**config.mk**
```make
export PLATFORM = sky130hd
export DESIGN_NAME = systolic_feeder
export DESIGN_NICKNAME = d
export VERILOG_FILES = /design/src/rtl/systolic_pkg.sv /design/src/rtl/systolic_feeder_bank.sv /design/src/rtl/systolic_feeder.sv
export SDC_FILE = /design/constraint.sdc
export NUM_CORES = 1
export LEC_CHECK = 0
export CAP_MARGIN = 20
export CORE_UTILIZATION = 54
export CTS_BUF_LIST = sky130_fd_sc_hd__clkbuf_4 sky130_fd_sc_hd__clkbuf_8
export DETAILED_ROUTE_END_ITERATION = 10
export HOLD_SLACK_MARGIN = 0.12
export PLACE_DENSITY = 0.78
export RECOVER_POWER = 25
export SLEW_MARGIN = 20
export SYNTH_ARGS = -nofsm -noshare
export SYNTH_HDL_FRONTEND = slang
export SYNTH_SLANG_ARGS = --single-unit
```
**constraint.sdc**
```tcl
create_clock -name clk -period 2.7 [get_ports clk]
set_clock_uncertainty 0.2 [all_clocks]
set_input_delay 0.81 -clock clk [delete_from_list [all_inputs] [get_ports clk]]
set_output_delay 0.81 -clock clk [all_outputs]
set_load 0.02 [all_outputs]
```
**src/rtl/systolic_pkg.sv**
```systemverilog
// Shared types and sizing helpers for the systolic feeder.
//   feeder_state_e : job sequencer states
//   DEF_N/DEF_WIDTH: default matrix dimension and element width
//   idx_w/t_w/lat_w: widths of row index, stream step and drain-timeout counter
package systolic_pkg;

  typedef enum logic [1:0] {IDLE, STREAM, DRAIN, DONE} feeder_state_e;

  localparam int DEF_N     = 4;
  localparam int DEF_WIDTH = 4;

  function automatic int idx_w(input int n);
    return $clog2(n);
  endfunction

  function automatic int t_w(input int n);
    return $clog2(2 * n);
  endfunction

  function automatic int lat_w(input int n);
    return $clog2(n * n + 3);
  endfunction

endpackage

```
**src/rtl/systolic_feeder_bank.sv**
```systemverilog
// Operand bank: N rows of A and N columns of B, one write port, and a
// combinational skewed read of all 2N edge lanes for stream step t.
// Ports:
//   clk, rst_n        clock, async active-low reset (contents clear to 0)
//   wr_en             write strobe
//   wr_mat            0 = A row, 1 = B column
//   wr_idx            row of A / column of B
//   wr_data           element k at [k*WIDTH +: WIDTH]
//   t                 stream step
//   x_lane[i]         A[i][t-i], 0 when out of range
//   y_lane[j]         B[t-j][j], 0 when out of range
module systolic_feeder_bank
  import systolic_pkg::*;
#(
  parameter int N     = DEF_N,
  parameter int WIDTH = DEF_WIDTH,
  localparam int IDXW = idx_w(N),
  localparam int TW   = t_w(N)
) (
  input  logic                        clk,
  input  logic                        rst_n,
  input  logic                        wr_en,
  input  logic                        wr_mat,
  input  logic [IDXW-1:0]             wr_idx,
  input  logic [N*WIDTH-1:0]          wr_data,
  input  logic [TW-1:0]               t,
  output logic [N-1:0][WIDTH-1:0]     x_lane,
  output logic [N-1:0][WIDTH-1:0]     y_lane
);

  // a_row[i][k] = A[i][k]; b_col[j][k] = B[k][j]
  logic [N-1:0][N-1:0][WIDTH-1:0] a_row;
  logic [N-1:0][N-1:0][WIDTH-1:0] b_col;

  always_ff @(posedge clk or negedge rst_n) begin
    if (!rst_n) begin
      a_row <= '0;
      b_col <= '0;
    end else if (wr_en) begin
      if (wr_mat) b_col[wr_idx] <= wr_data;
      else        a_row[wr_idx] <= wr_data;
    end
  end

  // Both edges use the same inner index t-lane, so one range test serves x and y.
  always_comb begin
    x_lane = '0;
    y_lane = '0;
    for (int i = 0; i < N; i++) begin
      if (int'(t) >= i && int'(t) - i < N) begin
        x_lane[i] = a_row[i][IDXW'(int'(t) - i)];
        y_lane[i] = b_col[i][IDXW'(int'(t) - i)];
      end
    end
  end

endmodule

```
**src/rtl/systolic_feeder.sv**
```systemverilog
// Systolic feeder: holds operands A and B, streams them diagonally skewed into
// the array edge with a start pulse, waits for the array, then pulses done.
// Optional build macro SYSTOLIC_FEEDER_DBLBUF_EN: two operand banks that swap
// on job start so loading can overlap a running job.
// Ports:
//   clk, rst_n              clock, async active-low reset
//   ld_valid/ld_ready       load handshake (write on valid & ready)
//   ld_mat, ld_idx, ld_data load target (0=A row, 1=B column), index, elements
//   go                      job start request, honoured only in IDLE
//   busy                    job streaming or draining
//   done                    one-cycle job-complete pulse
//   sa_start                array start, high with stream step 0
//   sa_array                [0][i] x lane row i, [1][j] y lane column j
//   sa_finish               array finish (sticky)
//
// state  | meaning
// IDLE   | waiting for go, loads accepted
// STREAM | driving skewed operands, steps 0..2N-2
// DRAIN  | edge idle, waiting for finish rise or timeout
// DONE   | done pulse
module systolic_feeder
  import systolic_pkg::*;
#(
  parameter int N     = DEF_N,
  parameter int WIDTH = DEF_WIDTH
) (
  input  logic                            clk,
  input  logic                            rst_n,
  input  logic                            ld_valid,
  output logic                            ld_ready,
  input  logic                            ld_mat,
  input  logic [idx_w(N)-1:0]             ld_idx,
  input  logic [N*WIDTH-1:0]              ld_data,
  input  logic                            go,
  output logic                            busy,
  output logic                            done,
  output logic                            sa_start,
  output logic [1:0][N-1:0][WIDTH-1:0]    sa_array,
  input  logic                            sa_finish
);

  localparam int TW   = t_w(N);
  localparam int LATW = lat_w(N);

  feeder_state_e            state, state_nxt;
  logic [TW-1:0]            t, t_nxt;
  logic [LATW-1:0]          lat_cnt;
  logic                     go_q, go_acc, finish_q, finish_rise, wr_en, ld_ready_nxt;
  logic [N-1:0][WIDTH-1:0]  x_rd, y_rd;

  // go is captured once into go_q; the FSM acts on go_q so that outputs,
  // computed from the next state, appear one cycle after the go edge.
  assign go_acc      = go && (state == IDLE) && !go_q;
  assign finish_rise = sa_finish && !finish_q;
  assign wr_en       = ld_valid && ld_ready;

`ifdef SYSTOLIC_FEEDER_DBLBUF_EN
  // bank_sel is the read bank; the other bank takes loads.
  logic                     bank_sel;
  logic [N-1:0][WIDTH-1:0]  x0, y0, x1, y1;

  always_ff @(posedge clk or negedge rst_n) begin
    if (!rst_n)      bank_sel <= 1'b0;
    else if (go_acc) bank_sel <= ~bank_sel;
  end

  systolic_feeder_bank #(.N(N), .WIDTH(WIDTH)) u_bank0 (
    .clk(clk), .rst_n(rst_n), .wr_en(wr_en && bank_sel), .wr_mat(ld_mat),
    .wr_idx(ld_idx), .wr_data(ld_data), .t(t_nxt), .x_lane(x0), .y_lane(y0)
  );
  systolic_feeder_bank #(.N(N), .WIDTH(WIDTH)) u_bank1 (
    .clk(clk), .rst_n(rst_n), .wr_en(wr_en && !bank_sel), .wr_mat(ld_mat),
    .wr_idx(ld_idx), .wr_data(ld_data), .t(t_nxt), .x_lane(x1), .y_lane(y1)
  );

  assign x_rd         = bank_sel ? x1 : x0;
  assign y_rd         = bank_sel ? y1 : y0;
  assign ld_ready_nxt = 1'b1;
`else
  systolic_feeder_bank #(.N(N), .WIDTH(WIDTH)) u_bank (
    .clk(clk), .rst_n(rst_n), .wr_en(wr_en), .wr_mat(ld_mat),
    .wr_idx(ld_idx), .wr_data(ld_data), .t(t_nxt), .x_lane(x_rd), .y_lane(y_rd)
  );

  // Close the load port on the go edge so the streamed bank cannot change mid-job.
  assign ld_ready_nxt = (state_nxt == IDLE) && !go_acc;
`endif

  always_comb begin
    state_nxt = state;
    t_nxt     = t;
    unique case (state)
      IDLE: begin
        if (go_q) begin
          state_nxt = STREAM;
          t_nxt     = '0;
        end
      end
      STREAM: begin
        if (t == TW'(2 * N - 2)) begin
          state_nxt = DRAIN;
          t_nxt     = '0;
        end else begin
          t_nxt = t + TW'(1);
        end
      end
      DRAIN: begin
        // Timeout path also covers a finish that was already high at go.
        if (finish_rise || lat_cnt == '0) state_nxt = DONE;
      end
      DONE:    state_nxt = IDLE;
      default: state_nxt = IDLE;
    endcase
  end

  always_ff @(posedge clk or negedge rst_n) begin
    if (!rst_n) begin
      state    <= IDLE;
      t        <= '0;
      lat_cnt  <= '0;
      go_q     <= 1'b0;
      finish_q <= 1'b0;
      ld_ready <= 1'b1;
      busy     <= 1'b0;
      done     <= 1'b0;
      sa_start <= 1'b0;
      sa_array <= '0;
    end else begin
      state    <= state_nxt;
      t        <= t_nxt;
      go_q     <= go_acc;
      finish_q <= sa_finish;
      ld_ready <= ld_ready_nxt;
      // Timeout down-counter loads on the sa_start cycle.
      if (state == IDLE && state_nxt == STREAM) lat_cnt <= LATW'(N * N + 2);
      else if (lat_cnt != '0)                   lat_cnt <= lat_cnt - LATW'(1);
      busy     <= (state_nxt == STREAM) || (state_nxt == DRAIN);
      done     <= (state_nxt == DONE);
      sa_start <= (state == IDLE) && (state_nxt == STREAM);
      sa_array <= (state_nxt == STREAM) ? {y_rd, x_rd} : '0;
    end
  end

endmodule

```
==> impl_metrics.tcl, run 1 <==
set metrics [dict create \
    status "complete, no violations" \
    clkTransAtPathRegs_ns 0.08 \
    wl_um 14600 \
    ys.warnings.count 0 \
    grt_pass1_vias 4685 \
    arrival_ns 2.79 \
    htreeDepth 4 \
    finalCritPeriodShare_pct 97.2 \
    final-seq-area_um2 4410 \
    worstSetupStartpointType "primary input" \
    setup_viol 0 \
    syn_inst 498 \
    crit_fanout 16 \
    stdcell_count 769 \
    synth_compound_area_share_pct 3.60 \
    clockBufferDepth 2 \
    routabilityCongestion 0.780 \
    dieWidth_um 120 \
    relSlewSlack_pct 22.5 \
    ys_ff_latch 176 \
    grt_overflow_total 0 \
    drt-pass1-iter-count 4 \
    avgSynthCellArea_um2 15.1 \
    synthFlopType "dfrtp_1" \
    start_util_pct 56.2 \
    pin_count 60 \
    antenna_found_initial 0 \
    synth_top_family_by_area "multiplexers" \
    synth_edf_count 0 \
    clock-root-buffer "clkbuf_8" \
    die_h_um 120 \
    drc 0 \
    clock-sinks 176 \
    leakage_nw 4.11 \
    nets 613 \
    drtAntennaViolNets 0 \
    core-area_um2 13400 \
    final.setup.worst_slack_ns 0.0768 \
    peakVddDrop_uv 743 \
    post_cts_buffers 0 \
    drive_above_1_share_pct 38.4 \
    avgViaCountPerCell 5.64 \
    syn_area_um2 7530 \
    crit_type "in -> reg" \
    ys_seq_area_share_pct 58.5 \
    grt_pass1_wl_um 24200 \
    maxSlewViolCount 0 \
    dp_slack_ns -0.385 \
    yosys.area_share.simple_pct 5.00 \
    vias 4334 \
    gr-usage-all-layers_pct 22.5 \
    numCtsBuffers 17 \
    finalCriticalPeriod_ns 2.62 \
    final_cell_mix "dfrtp_1 (175), mux2_2 (128), clkdlybuf4s50_1 (55)" \
    row_count 42 \
    multi_input_area_um2 2950 \
    port_buffers 59 \
    grt_max_degree 53 \
    cts_tree "built" \
    drtIter0Drc 247 \
    synthAdderAreaFrac_pct 1.49 \
    hold_class "reg -> reg" \
    dp.cells 736 \
    worst_slew_pin_slew_ns 1.16 \
    wl_per_cell_um 19.0 \
    muxShareOfSynthArea_pct 28.3 \
    async_reset_ff_share_pct 100 \
    die_area_um2 14400 \
    final_common_cell "dfrtp_1" \
    power_per_cell_area_nw_per_um2 1240 \
    diodes 0 \
    fillers 957 \
    insertion_delay_ns 0.45 \
    drv_cap 0 \
    synth_fp_nets 531 \
    fmax_mhz 381 \
    hold_viol 0 \
    cp-end-kind "flop" \
    yosys.area_share.xor_xnor_pct 0.233 \
    dpl.hpwl_um 9910 \
    area_growth_pct 19.1 \
    required_ns 2.87 \
    synthDistinctLibCells 45 \
    rsz0062_at_grt "no" \
]
-- synth_stat cells, types with 6 or more instances --
cell type / instances / share of area [%]
mux2_2: 128 / 19
clkbuf_1: 7 / 0.35
nand2_1: 7 / 0.35
mux2i_1: 33 / 4.4
inv_1: 12 / 0.60
buf_2: 6 / 0.40
o22ai_2: 10 / 1.7
mux4_2: 16 / 4.8
nor2_1: 13 / 0.65
ha_1: 9 / 1.5
o22ai_1: 6 / 0.50
and2_1: 16 / 1.3
dfrtp_1: 175 / 58
-- power breakdown --
group	leakage, nW	switching (mW)	internal, mW
Clock	0.221	0.898	1.07
Sequential	2.24	0.614	3.77
Combinational	1.64	2.14	2.65
Total	4.11	3.65	7.49
-- through the flow --
stage | total power [mW] | area (um^2) | hold slack (ns) | TNS, ns | util [%]
global placement | 8.89 | 8500 | 0.284 | -11.14 | 63.4
floorplan | 7.82 | 7540 | 0.269 | 0 | -
global route | 11.8 | 8970 | 0.314 | 0 | 66.9
finish | 11.1 | 8970 | 0.309 | 0 | 66.9
CTS | 11.2 | 8960 | 0.311 | 0 | 66.8
detailed placement | 9.16 | 8500 | 0.290 | -11.71 | 63.4
-- per-layer routing --
metal  GRT usage (%)  vias to the layer above  share of wire [%]
li1                -                     1937                  -
met1            28.6                     2319                 44
met2            38.8                       67                 52
met3            5.32                       11                2.8
met4            5.63                        0               0.99
met5               0                        -                  0
-- state kept, by name, summed over array words and instances (netlist names) --
| name | cells |
|---|---|
| busy | 1 |
| done | 1 |
| finish_q | 1 |
| go_q | 1 |
| lat_cnt | 5 |
| ld_ready | 1 |
| sa_array | 32 |
| sa_start | 1 |
| state | 2 |
| t | 3 |
| u_bank.a_row | 64 |
| u_bank.b_col | 64 |
-- cells by family (layout without fill, tap and decap cells) --
family / count (synthesis) / count (layout)
flip-flops: 176 / 176
buffers and inverters: 37 / 132
adder cells (fa/ha/maj): 9 / 9
XOR/XNOR: 2 / 2
multiplexers: 177 / 177
AND/OR/NAND/NOR: 66 / 66
AO/OA/AOI/OAI: 31 / 31
-- repair_timing --
item,in CTS,in global routing
hold endpoints to repair,42,0
resized for setup,1,9
hold buffers,1,0
setup endpoints to repair,10,33
-- worst paths after layout --
path	startpoint	endpoint	slack, ns	cells after the start
max in group asynchronous	rst_n	u_bank.b_col[35]	0.38	3
max	sa_finish	sa_array[27]	0.08	10
max reg2reg	state[1]	sa_array[15]	0.11	8
min	u_bank.a_row[55]	u_bank.a_row[55]	0.31	1
min in group asynchronous	rst_n	u_bank.b_col[46]	0.92	2
min reg2reg	u_bank.a_row[55]	u_bank.a_row[55]	0.31	1
-- cell type report --
| cell class | instances | area share (%) |
|---|---|---|
| Timing Repair Buffer | 87 | 10.1 |
| Multi-Input combinational cell | 285 | 32.9 |
| Inverter | 13 | 0.572 |
| Clock buffer | 22 | 3.10 |
| Tap cell | 176 | 2.46 |
| Sequential cell | 176 | 49.1 |
| Clock inverter | 10 | 1.77 |
-- critical path, cell delays in order --
cell and delay [ns]:
dlygate4sd3_1 0.54, nor2b_1 0.14, nor3_1 0.05, nor3_1 0.15, a21o_1 0.16, ha_4 0.16
inv_1 0.05, or3_1 0.41, buf_12 0.18, o22ai_1 0.15
No activity file was read; power rests on OpenSTA's default activity.
==> inputs of run 2 (changes only) <==
- CORE_UTILIZATION: 54 -> 62
- PLACE_DENSITY: 0.78 -> 0.84
- SKIP_CTS_REPAIR_TIMING: unset -> 1
- clock period: 2.7 -> 3.35 ns (I/O delays scaled with it)
==> run 2 against run 1 <==
Against the previous run:
- the run now ends with design-rule violations, max-capacitance violations, max-slew violations left
- first-iteration DRC count is 5.7% lower
- clock power down 30%
- count of clock-buffer cells in the layout is the same
- power decreased by 23%
- combinational power shrank 23%
- hold slack worse by 0.00062 ns
- routed wire length increased by 1.2%
- flip-flop and latch count stayed put
- global-route usage grew 3.5 points
- register-to-register slack better by 0.40 ns
- setup slack improved by 0.35 ns
- critical path depth stayed put
- critical path type unchanged
- critical endpoint is now sa_array[0]
- largest cell class unchanged
- largest power group unchanged
==> impl_metrics.tcl, run 2 (synthesis results as in run 1) <==
set metrics [dict create \
    status "finished with violations" \
    violations "design-rule violations, max-capacitance violations, max-slew violations" \
    dpl.hpwl_um 10200 \
    hold_viol 0 \
    row_count 39 \
    final_common_cell "dfrtp_1" \
    hold_class "reg -> reg" \
    setup_tns_ns 0 \
    relSlewSlack_pct -17.8 \
    maxSlewViolCount 69 \
    peakVddDrop_uv 762 \
    start_util_pct 64.9 \
    dp.cells 697 \
    stdcell_count 728 \
    grt_pass1_wl_um 24200 \
    grt_max_degree 70 \
    insertion_delay_ns 0.46 \
    drv_cap 1 \
    cts_tree "built" \
    fmax_mhz 342 \
    core-area_um2 11600 \
    area_growth_pct 15.2 \
    leakage_nw 4.01 \
    gr-usage-all-layers_pct 26.0 \
    setup_viol 0 \
    clock-root-buffer "clkbuf_8" \
    crit_path_start "sa_finish" \
    clock-sinks 176 \
    fillers 735 \
    clkTransAtPathRegs_ns 0.08 \
    fin_area_um2 8680 \
    die_h_um 112 \
    reg2reg_from "lat_cnt[0]" \
    numCtsBuffers 17 \
    crit_fanout 16 \
    largestRegisters "u_bank.a_row x64, u_bank.b_col x64, sa_array x32" \
    nets 606 \
    reg2reg_to "sa_array[0]" \
    finalCritPeriodShare_pct 87.3 \
    r2r_cells 11 \
    grt_overflow_total 0 \
    rrSetupSlack_ns 0.51 \
    placed_area_um2 8320 \
    routabilityCongestion 0.808 \
    wl_um 14800 \
    vias 4319 \
    crit_type "in -> reg" \
    pin_count 60 \
    crit_path_end "sa_array[0]" \
    drc 4 \
    drive_above_1_share_pct 36.6 \
    htreeDepth 4 \
    diodes 0 \
    avgViaCountPerCell 5.93 \
    die_area_um2 12600 \
    cp-end-kind "flop" \
    grt_pass1_vias 4654 \
    dieWidth_um 112 \
    antenna_found_initial 0 \
    arrival_ns 3.10 \
    wl_per_cell_um 20.3 \
    power_per_cell_area_nw_per_um2 992 \
    worst_slew_pin_slew_ns 1.77 \
    rsz0062_at_grt "no" \
    required_ns 3.52 \
    final_cell_mix "dfrtp_1 (175), mux2_2 (128), clkdlybuf4s50_1 (57)" \
    drtAntennaViolNets 0 \
    finalCriticalPeriod_ns 2.92 \
    drtIter0Drc 233 \
    worstSetupStartpointType "primary input" \
    clockBufferDepth 2 \
    drt-pass1-iter-count 9 \
    port_buffers 59 \
]
-- run 2: through the flow --
stage	hold WS [ns]	total power [mW]	utilization, %	setup slack [ns]
floorplan	0.253	6.29	-	0.415
global placement	0.268	7.08	71.7	0.0964
detailed placement	0.292	7.31	71.7	0.0330
CTS	0.311	8.68	74.8	0.429
global route	0.316	9.09	74.7	0.303
finish	0.308	8.60	74.7	0.426
-- run 2: critical path: stages --
cell and delay [ns]:
dlygate4sd3_1 0.54, nor2b_1 0.14, nor3_1 0.05, nor3_1 0.16
a21o_1 0.14, ha_1 0.24, inv_1 0.09, or3_1 0.42
buf_12 0.18, o22ai_1 0.13
-- run 2: how the worst min path moves through the flow --
stage                                 from  slack, ns                to  cells past startpoint
after global placement          lat_cnt[4]       0.27        lat_cnt[4]                      1
after global routing       u_bank.a_row[6]       0.32   u_bank.a_row[6]                      1
after floorplan                 lat_cnt[4]       0.25        lat_cnt[4]                      1
final                     u_bank.a_row[23]       0.31  u_bank.a_row[23]                      1
after detailed placement  u_bank.a_row[13]       0.29  u_bank.a_row[13]                      1
after CTS                 u_bank.b_col[52]       0.31  u_bank.b_col[52]                      1
-- run 2: final cells by class --
cell class                 instances  area (um^2)  share of cell area, %
inverter                          13         51.3                  0.591
clock buffer                      22          284                   3.27
timing repair buffer              80          768                   8.85
tap                              143          179                   2.06
clock inverter                     9         85.1                  0.981
multi-input combinational        285         2900                   33.5
sequential                       176         4410                   50.8
-- run 2: layer usage --
layer	GRT usage, %	routed length [um]	vias up
met4	8.71	231	0
met1	32.7	6300	2271
met3	6.48	557	20
met5	0	0	-
li1	-	-	1934
met2	44.5	7680	94
-- run 2: power breakdown --
group          internal, mW  switching (mW)  total, mW
Combinational          2.00            1.69       3.69
Clock                 0.648           0.730       1.38
Sequential             3.04           0.496       3.54
Total                  5.69            2.91       8.60
